==> src/rtl/dmem_responder_if.sv <==
// dmem_responder_if: request/response bundle between the MEMORY stage and the data-memory responder
// master: MEMORY stage side (drives req_*, observes req_ready, rsp_*, stall)
// slave : responder side (observes req_*, drives req_ready, rsp_*, stall)
interface dmem_responder_if;
   logic        req_valid;
   logic        req_we;
   logic [31:0] req_addr;
   logic [31:0] req_wdata;
   logic        req_ready;
   logic        rsp_valid;
   logic [31:0] rsp_rdata;
   logic        rsp_err;
   logic        stall;
   modport master (
      output req_valid, req_we, req_addr, req_wdata,
      input  req_ready, rsp_valid, rsp_rdata, rsp_err, stall
   );
   modport slave (
      input  req_valid, req_we, req_addr, req_wdata,
      output req_ready, rsp_valid, rsp_rdata, rsp_err, stall
   );
endinterface

==> src/rtl/dmem_responder.sv <==
// dmem_responder: single-outstanding data-memory responder with WAIT_CYCLES wait states per access
// Ports: clk; reset (synchronous, active-high);
//   bus (dmem_responder_if.slave): req_valid/req_we/req_addr/req_wdata in,
//   req_ready/rsp_valid/rsp_rdata/rsp_err/stall out.
// Optional feature: define DMEM_ALIGN_CHECK_EN to flag misaligned accesses on rsp_err and skip the array.
module dmem_responder #(
   parameter int DEPTH       = 64,
   parameter int WAIT_CYCLES = 2
) (
   input  logic            clk,
   input  logic            reset,
   dmem_responder_if.slave bus
);
   localparam int AW = $clog2(DEPTH);
   localparam logic [3:0] CNT_INIT = WAIT_CYCLES == 0 ? 4'd0 : 4'(WAIT_CYCLES - 1);
   typedef enum logic [1:0] {IDLE, WAIT, RESP} state_t;
   state_t          state, state_n;
   logic [3:0]      cnt, cnt_n;
   logic            we_q, mis_q;
   logic [AW-1:0]   idx_q;
   logic [31:0]     wdata_q;
   logic [31:0]     rdata_q;
   logic [31:0]     mem [DEPTH];
   logic            accept, enter_resp, req_mis;
   logic            cur_we, cur_mis;
   logic [AW-1:0]   cur_idx;
   logic [31:0]     cur_wdata;
   logic            unused_ok;
`ifdef DMEM_ALIGN_CHECK_EN
   logic            err_q;
   assign req_mis   = bus.req_addr[1:0] != 2'b00;
   assign unused_ok = ^bus.req_addr[31:AW+2];
`else
   assign req_mis   = 1'b0;
   assign unused_ok = ^{bus.req_addr[31:AW+2], bus.req_addr[1:0]};
`endif
   always_comb begin
      accept  = state == IDLE && bus.req_valid;
      state_n = state;
      cnt_n   = cnt;
      if (accept) begin
         state_n = WAIT_CYCLES == 0 ? RESP : WAIT;
         cnt_n   = CNT_INIT;
      end else if (state == WAIT) begin
         state_n = cnt == 4'd0 ? RESP : WAIT;
         cnt_n   = cnt == 4'd0 ? cnt : cnt - 4'd1;
      end else if (state == RESP) begin
         state_n = IDLE;
      end
   end
   // With zero wait states the array access happens on the accept edge, so use the live request
   assign cur_we     = state == IDLE ? bus.req_we : we_q;
   assign cur_mis    = state == IDLE ? req_mis : mis_q;
   assign cur_idx    = state == IDLE ? bus.req_addr[AW+1:2] : idx_q;
   assign cur_wdata  = state == IDLE ? bus.req_wdata : wdata_q;
   assign enter_resp = state_n == RESP;
   always_ff @(posedge clk) begin
      if (reset) begin
         state   <= IDLE;
         cnt     <= 4'd0;
         rdata_q <= '0;
      end else begin
         state   <= state_n;
         cnt     <= cnt_n;
         rdata_q <= enter_resp && !cur_we && !cur_mis ? mem[cur_idx] : '0;
      end
   end
   always_ff @(posedge clk) begin
      if (accept) begin
         we_q    <= bus.req_we;
         mis_q   <= req_mis;
         idx_q   <= bus.req_addr[AW+1:2];
         wdata_q <= bus.req_wdata;
      end
   end
   // Reset on the entry edge into RESP discards the pending store
   always_ff @(posedge clk) begin
      if (!reset && enter_resp && cur_we && !cur_mis) mem[cur_idx] <= cur_wdata;
   end
`ifdef DMEM_ALIGN_CHECK_EN
   always_ff @(posedge clk) begin
      if (reset) err_q <= 1'b0;
      else err_q <= enter_resp && cur_mis;
   end
   assign bus.rsp_err = err_q;
`else
   assign bus.rsp_err = 1'b0;
`endif
   assign bus.req_ready = state == IDLE;
   assign bus.rsp_valid = state == RESP;
   assign bus.rsp_rdata = rdata_q;
   assign bus.stall     = state == WAIT || (state == IDLE && bus.req_valid);
endmodule
==> src/flat_wrapper.sv <==
// flat-port wrapper written by rule: the top's interface ports become plain ports
module dmem_responder_flat 
#(
   parameter int DEPTH       = 64,
   parameter int WAIT_CYCLES = 2
)
  (clk, reset, bus_req_valid, bus_req_we, bus_req_addr, bus_req_wdata, bus_req_ready, bus_rsp_valid, bus_rsp_rdata, bus_rsp_err, bus_stall);
  dmem_responder_if bus_i ();
  input  logic clk;
  input  logic reset;
  input wire logic [$bits(bus_i.req_valid)-1:0] bus_req_valid;
  input wire logic [$bits(bus_i.req_we)-1:0] bus_req_we;
  input wire logic [$bits(bus_i.req_addr)-1:0] bus_req_addr;
  input wire logic [$bits(bus_i.req_wdata)-1:0] bus_req_wdata;
  output wire logic [$bits(bus_i.req_ready)-1:0] bus_req_ready;
  output wire logic [$bits(bus_i.rsp_valid)-1:0] bus_rsp_valid;
  output wire logic [$bits(bus_i.rsp_rdata)-1:0] bus_rsp_rdata;
  output wire logic [$bits(bus_i.rsp_err)-1:0] bus_rsp_err;
  output wire logic [$bits(bus_i.stall)-1:0] bus_stall;
  assign bus_i.req_valid = bus_req_valid;
  assign bus_i.req_we = bus_req_we;
  assign bus_i.req_addr = bus_req_addr;
  assign bus_i.req_wdata = bus_req_wdata;
  assign bus_req_ready = bus_i.req_ready;
  assign bus_rsp_valid = bus_i.rsp_valid;
  assign bus_rsp_rdata = bus_i.rsp_rdata;
  assign bus_rsp_err = bus_i.rsp_err;
  assign bus_stall = bus_i.stall;
  dmem_responder #(.DEPTH(DEPTH), .WAIT_CYCLES(WAIT_CYCLES)) u_core (.clk(clk), .reset(reset), .bus(bus_i));
endmodule
==> config.mk <==
export PLATFORM = sky130hd
export DESIGN_NAME = dmem_responder_flat
export DESIGN_NICKNAME = d
export VERILOG_FILES = /design/src/rtl/dmem_responder_if.sv /design/src/rtl/dmem_responder.sv /design/src/flat_wrapper.sv
export SDC_FILE = /design/constraint.sdc
export NUM_CORES = 2
export LEC_CHECK = 0
export ABC_CLOCK_PERIOD_IN_PS = 5900
export CAP_MARGIN = 0
export CORE_ASPECT_RATIO = 1.75
export CORE_UTILIZATION = 55
export CTS_CLUSTER_SIZE = 10
export DETAILED_ROUTE_END_ITERATION = 10
export PLACE_DENSITY = 0.71
export RECOVER_POWER = 25
export SYNTH_ARGS = -nofsm -noshare
export SYNTH_HDL_FRONTEND = slang
export SYNTH_SLANG_ARGS = --single-unit
==> constraint.sdc <==
create_clock -name clk -period 5.9 [get_ports clk]
set_input_delay 1.18 -clock clk [delete_from_list [all_inputs] [get_ports clk]]
set_output_delay 1.18 -clock clk [all_outputs]
set_load 0.01 [all_outputs]
After elaboration in Yosys (flattened, before gate mapping)
Memories as Yosys holds them, arrays and structs flattened. A register that Yosys moved wholly into a read port is not among the register bits.
Cells that the tools add are included.
{"block": "op_classes", "add_sub_neg": 1, "n_eq_ne": 4, "muxes": 12, "n_bitwise": 2, "n_reduce_logical": 14}
{"operator": "$mux 32", "n": 1}
{"operator": "$mux 2", "n": 4}
{"operator": "$mux 1", "n": 6}
{"operator": "$mux 6", "n": 1}
{"operator": "$eq 2x2->1 const B", "n": 2}
{"operator": "$logic_and 1x1->1", "n": 4}
{"operator": "$logic_not 4->1", "n": 1}
{"operator": "$reduce_and 2->1", "n": 2}
{"operator": "$reduce_or 2->1", "n": 2}
{"operator": "$sub 4x1->4 const B", "n": 1}
{"operator": "$eq 2x1->1 const B", "n": 1}
{"operator": "$logic_not 1->1", "n": 2}
{"operator": "$logic_not 2->1", "n": 1}
{"operator": "$ne 2x1->1 const B", "n": 1}
{"operator": "$not 1->1", "n": 2}
{"operator": "$reduce_bool 2->1", "n": 1}
{"operator": "$logic_or 1x1->1", "n": 1}
{"block": "totals", "ff_bits": 45, "ram_bits": 2048, "inputBits": 68, "output_inout_bits": 36, "word_cells": 40, "mem_count": 1}
{"memory": "u_core.mem", "words": 64, "width": 32, "read_ports": 1, "rd_clocked_by_memory_dff": 1, "wr": 1, "line_no": "dmem_responder.sv:23", "rtl": "logic [31:0] mem [DEPTH];"}

Longest topological paths before layout
{"block": "depth", "ltp_word": 9, "mapped_depth": 12, "mapped_depth_nobuf": 8}

Worst setup path after synthesis
Ideal clock, no wire load.
{"block": "synth_timing", "kind": "input to register", "start": "input bus_req_addr[2]", "end": "memory u_core.mem[20][0] (enable)", "setup_time_ns": 0.421, "arrival_time_ns": 4.245, "required_time_ns": 5.479, "setup_slack_ns": 1.234, "path_stages": 10, "path_buffers": 5, "cell_sequence": "buf_4 > or4b_1 > buf_2 > a21boi_4 > nor2_2 > buf_4 > buf_4 > buf_4 > nand2_1 > nor2_1"}
{"block": "synth_between", "elab_chain_cells": 1}
{"element": "start: declaration", "line_no": "flat_wrapper.sv:13", "rtl": "input wire logic [$bits(bus_i.req_addr)-1:0] bus_req_addr;"}
{"element": "$mux 6", "line_no": "dmem_responder.sv:54", "rtl": "assign cur_idx = state == IDLE ? bus.req_addr[AW+1:2] : idx_q;"}
{"element": "end: declaration", "line_no": "dmem_responder.sv:23"}
No other way between the ends.

Worst setup path in the final report
{"block": "layout_timing", "start": "register u_core.state[1]", "end": "memory u_core.mem[8][0], data pin"}
{"block": "layout_between", "elab_chain_cells": 2}
{"element": "start: declaration", "line_no": "dmem_responder.sv:17", "rtl": "state_t state, state_n;"}
{"element": "start signal: assignment", "line_no": "dmem_responder.sv:63", "rtl": "state <= state_n;"}
{"element": "$logic_not 2->1", "line_no": "dmem_responder.sv:55", "rtl": "assign cur_wdata = state == IDLE ? bus.req_wdata : wdata_q;"}
{"element": "$mux 32", "line_no": "dmem_responder.sv:55"}
{"element": "net u_core.cur_wdata[0]", "line_no": "dmem_responder.sv:27", "rtl": "logic [31:0] cur_wdata;"}
The timed path passes the listed nets, and every way through them passes these cells.

==> impl_metrics.yaml <==
power_and_ir_drop:
  power_mw: 33.4
  p_leak_nw: 30.4
  ir_drop_mv: 0.301
  p_per_area_nw_per_um2: 362
logic_synthesis:
  syn-cell-area_sq_um: 81200
  syn-num-nets: 4878
  ys_seq_elements: 2125
  yosysUniqueCellTypes: 73
  synth_top_cell_area_share_pct: 77.2
  yosysSeqAreaShare_pct: 78.1
  synth_area_leader_cell: "edfxtp_1"
  avgSynthCellArea_sq_um: 16.9
  syn_inst: 4808
  synthFlopType: "edfxtp_1"
  synth_async_sr_flop_share_pct: 0
  netlist_top_cells_area: "edfxtp_1 77%, mux2i_1 6.2%, nand2_1 2.5%"
  synth.top_cells.by_count: "2087 x edfxtp_1, 548 x nand2_1, 500 x mux2i_1"
  yosys.cell_count.top_type: "edfxtp_1"
  synth_edf_count: 2087
  yosysWarningCount: 0
detailed_routing:
  top_layer: "met5"
  vias_per_cell: 6.70
  vias: 47300
  dr.first_iter.drc_count: 5758
  wl_met2_um: 118000
  drt-met1-wl_um: 77800
  wire_per_inst_um: 33.0
  ant_nets: 0
  route.detailed.drc: 0
  finalWirelength_um: 233000
  first_pass_iters: 6
  wl_met3_um: 21700
grt:
  grt_pass1_wl_um: 327000
  grt_max_degree: 121
  antenna_found_initial: 5
  grt_usage_pct: 31.1
  grt_pass1_vias: 46800
  grt_overflow: 0
sta:
  fin_skew_ns: 0.0489
  finalSetupViolCount: 0
  fmax_mhz: 200
  slew_headroom_pct: -116
  fin_crit_ns: 4.99
  hold_slack_ns: 0.545
  setup_ws_ns: 0.907
  rsz0062_at_grt: "no"
  fin_crit_sh_pct: 84.6
  tightestPinTransition_ns: 3.24
  fin_setup_tns_ns: 0
  timing_hold_violations_final: 0
  slew_violations: 1020
cells_and_area:
  final_area_sq_um: 92300
  fin_nets: 5113
  syn_to_final_growth_pct: 13.6
  drive_above_1_share_pct: 12.4
  layout.cells.non_filler: 7050
  final_util_pct: 62.9
setup_path:
  crit_type: "reg -> reg"
  cp_slowest_cell: "clkbuf_1"
  path_cells: "or2_2 -> clkbuf_2 -> nand2_1 -> nand2_2 -> clkbuf_1"
  crit_required_ns: 6.04
  critPathArrivalTime_ns: 5.14
  critical_path_buf_inv_count: 2
  startpoint_type: "register"
  crit_family: "buffers and inverters"
  cpPeakStageDelay_ns: 2.27
  path_max_fanout: 64
  worstSetupEndpointType: "register"
floorplan:
  core.rowCount: 186
  fp.dieH_um: 510
  ios: 104
  start_util_pct: 55.4
  die-area_sq_um: 149000
  core_area_sq_um: 147000
  die_w_um: 292
cts:
  cts_buffers: 230
  cts_max_level: 4
  cts_setup_buffers: 0
  hold_buffers: 0
  cts_resized: 0
  cts_sinks: 2125
  cts_tree: "done"
  path_clk_slew_ns: 0.05
  clockBufferDepth: 3
  clock-root-buffer: "clkbuf_16"
  clock_latency_ns: 0.86
placement:
  dpl.cell_count: 6691
  gp_congestion: 0.909
  place_area_sq_um: 85800
  portBuffers: 76
  dp_hpwl_um: 131000
  post-place-ws_ns: 0.670
run_status:
  status: "finished, violations left"
  violations: "max-capacitance violations, max-slew violations"
worst_hold_path:
  hp-class: "reg -> reg"
job:
  max-cap-violations: 16
[path summary, 6_finish.rpt]
path                                      start                to  slack, ns  depth (start not counted)
worst min-delay path              u_core.cnt[1]     u_core.cnt[1]       0.54                          2
worst min register to register    u_core.cnt[1]     u_core.cnt[1]       0.54                          2
worst max register to register  u_core.state[1]  u_core.mem[8][0]       0.91                          5
worst max-delay path            u_core.state[1]  u_core.mem[8][0]       0.91                          5
[worst register-to-register path: cells and delay by family (launching register included)]
kind / cells / cell delay [ns]
flip-flops: 1 / 0.67
buffers and inverters: 2 / 3.08
AND/OR/NAND/NOR: 3 / 0.54
[cell usage in the layout (no fill, tap or decap), drive strengths merged, types with 3 or more instances in the layout]
master	instances
a2111oi	24
a211oi	4
a21oi	230
a221o	27
a221oi	6
a222oi	55
a22o	109
a22oi	82
a31oi	13
a41oi	24
and2	27
and3	7
buf	211
clkbuf	356
clkdlybuf4s50	37
clkinv	8
dfxtp	38
diode	3
dlygate4sd3	39
edfxtp	2087
inv	16
mux2	33
mux2i	501
nand2	548
nand2b	6
nand3	8
nor2	119
nor2b	4
nor3	9
nor3b	3
nor4	6
o21a	50
o21ai	107
o221ai	27
o22ai	222
o31a	29
o41ai	49
or3	4
or4	10
[power breakdown]
| group | switching [mW] | internal (mW) | total (mW) |
|---|---|---|---|
| logic | 2.54 | 0.974 | 3.52 |
| registers | 0.0300 | 17.1 | 17.2 |
| clock network | 5.58 | 7.17 | 12.7 |
| total | 8.16 | 25.3 | 33.4 |
[registers in the layout, summed over array words and instances, names as in the netlist]
name / flops
u_core.mem: 2048
u_core.state: 2
u_core.we_q: 1
u_core.cnt: 4
u_core.idx_q: 6
u_core.wdata_q: 32
u_core.bus.rsp_rdata: 32
[cell families (layout without fill, tap and decap cells)]
group / after synthesis / count (layout) / share of synthesized area [%]
buffers and inverters: 308 / 667 / 1.89
XOR/XNOR: 3 / 3 / 0.0324
AO/OA/AOI/OAI: 1075 / 1075 / 9.45
AND/OR/NAND/NOR: 760 / 760 / 3.83
adder cells (fa/ha/maj): 2 / 2 / 0.0308
flip-flops: 2125 / 2125 / 78.1
multiplexers: 534 / 534 / 6.65
other: 1 / 4 / 0.00462
[area by class of cell]
type | count | area (sq um)
clock inverter | 16 | 302
fill | 10100 | 54400
sequential | 2125 | 63400
inverter | 8 | 35.0
timing repair buffer | 303 | 3020
tap | 1880 | 2350
multi-input combinational | 2375 | 16900
antenna | 3 | 7.51
clock buffer | 340 | 6190
[per-layer routing]
metal	vias to the layer above	track usage, %
met2	2983	53.4
li1	19600	-
met3	713	5.57
met5	-	0
met1	24000	36.5
met4	4	18.7
Note: power is estimated with default switching activity, not from simulation.
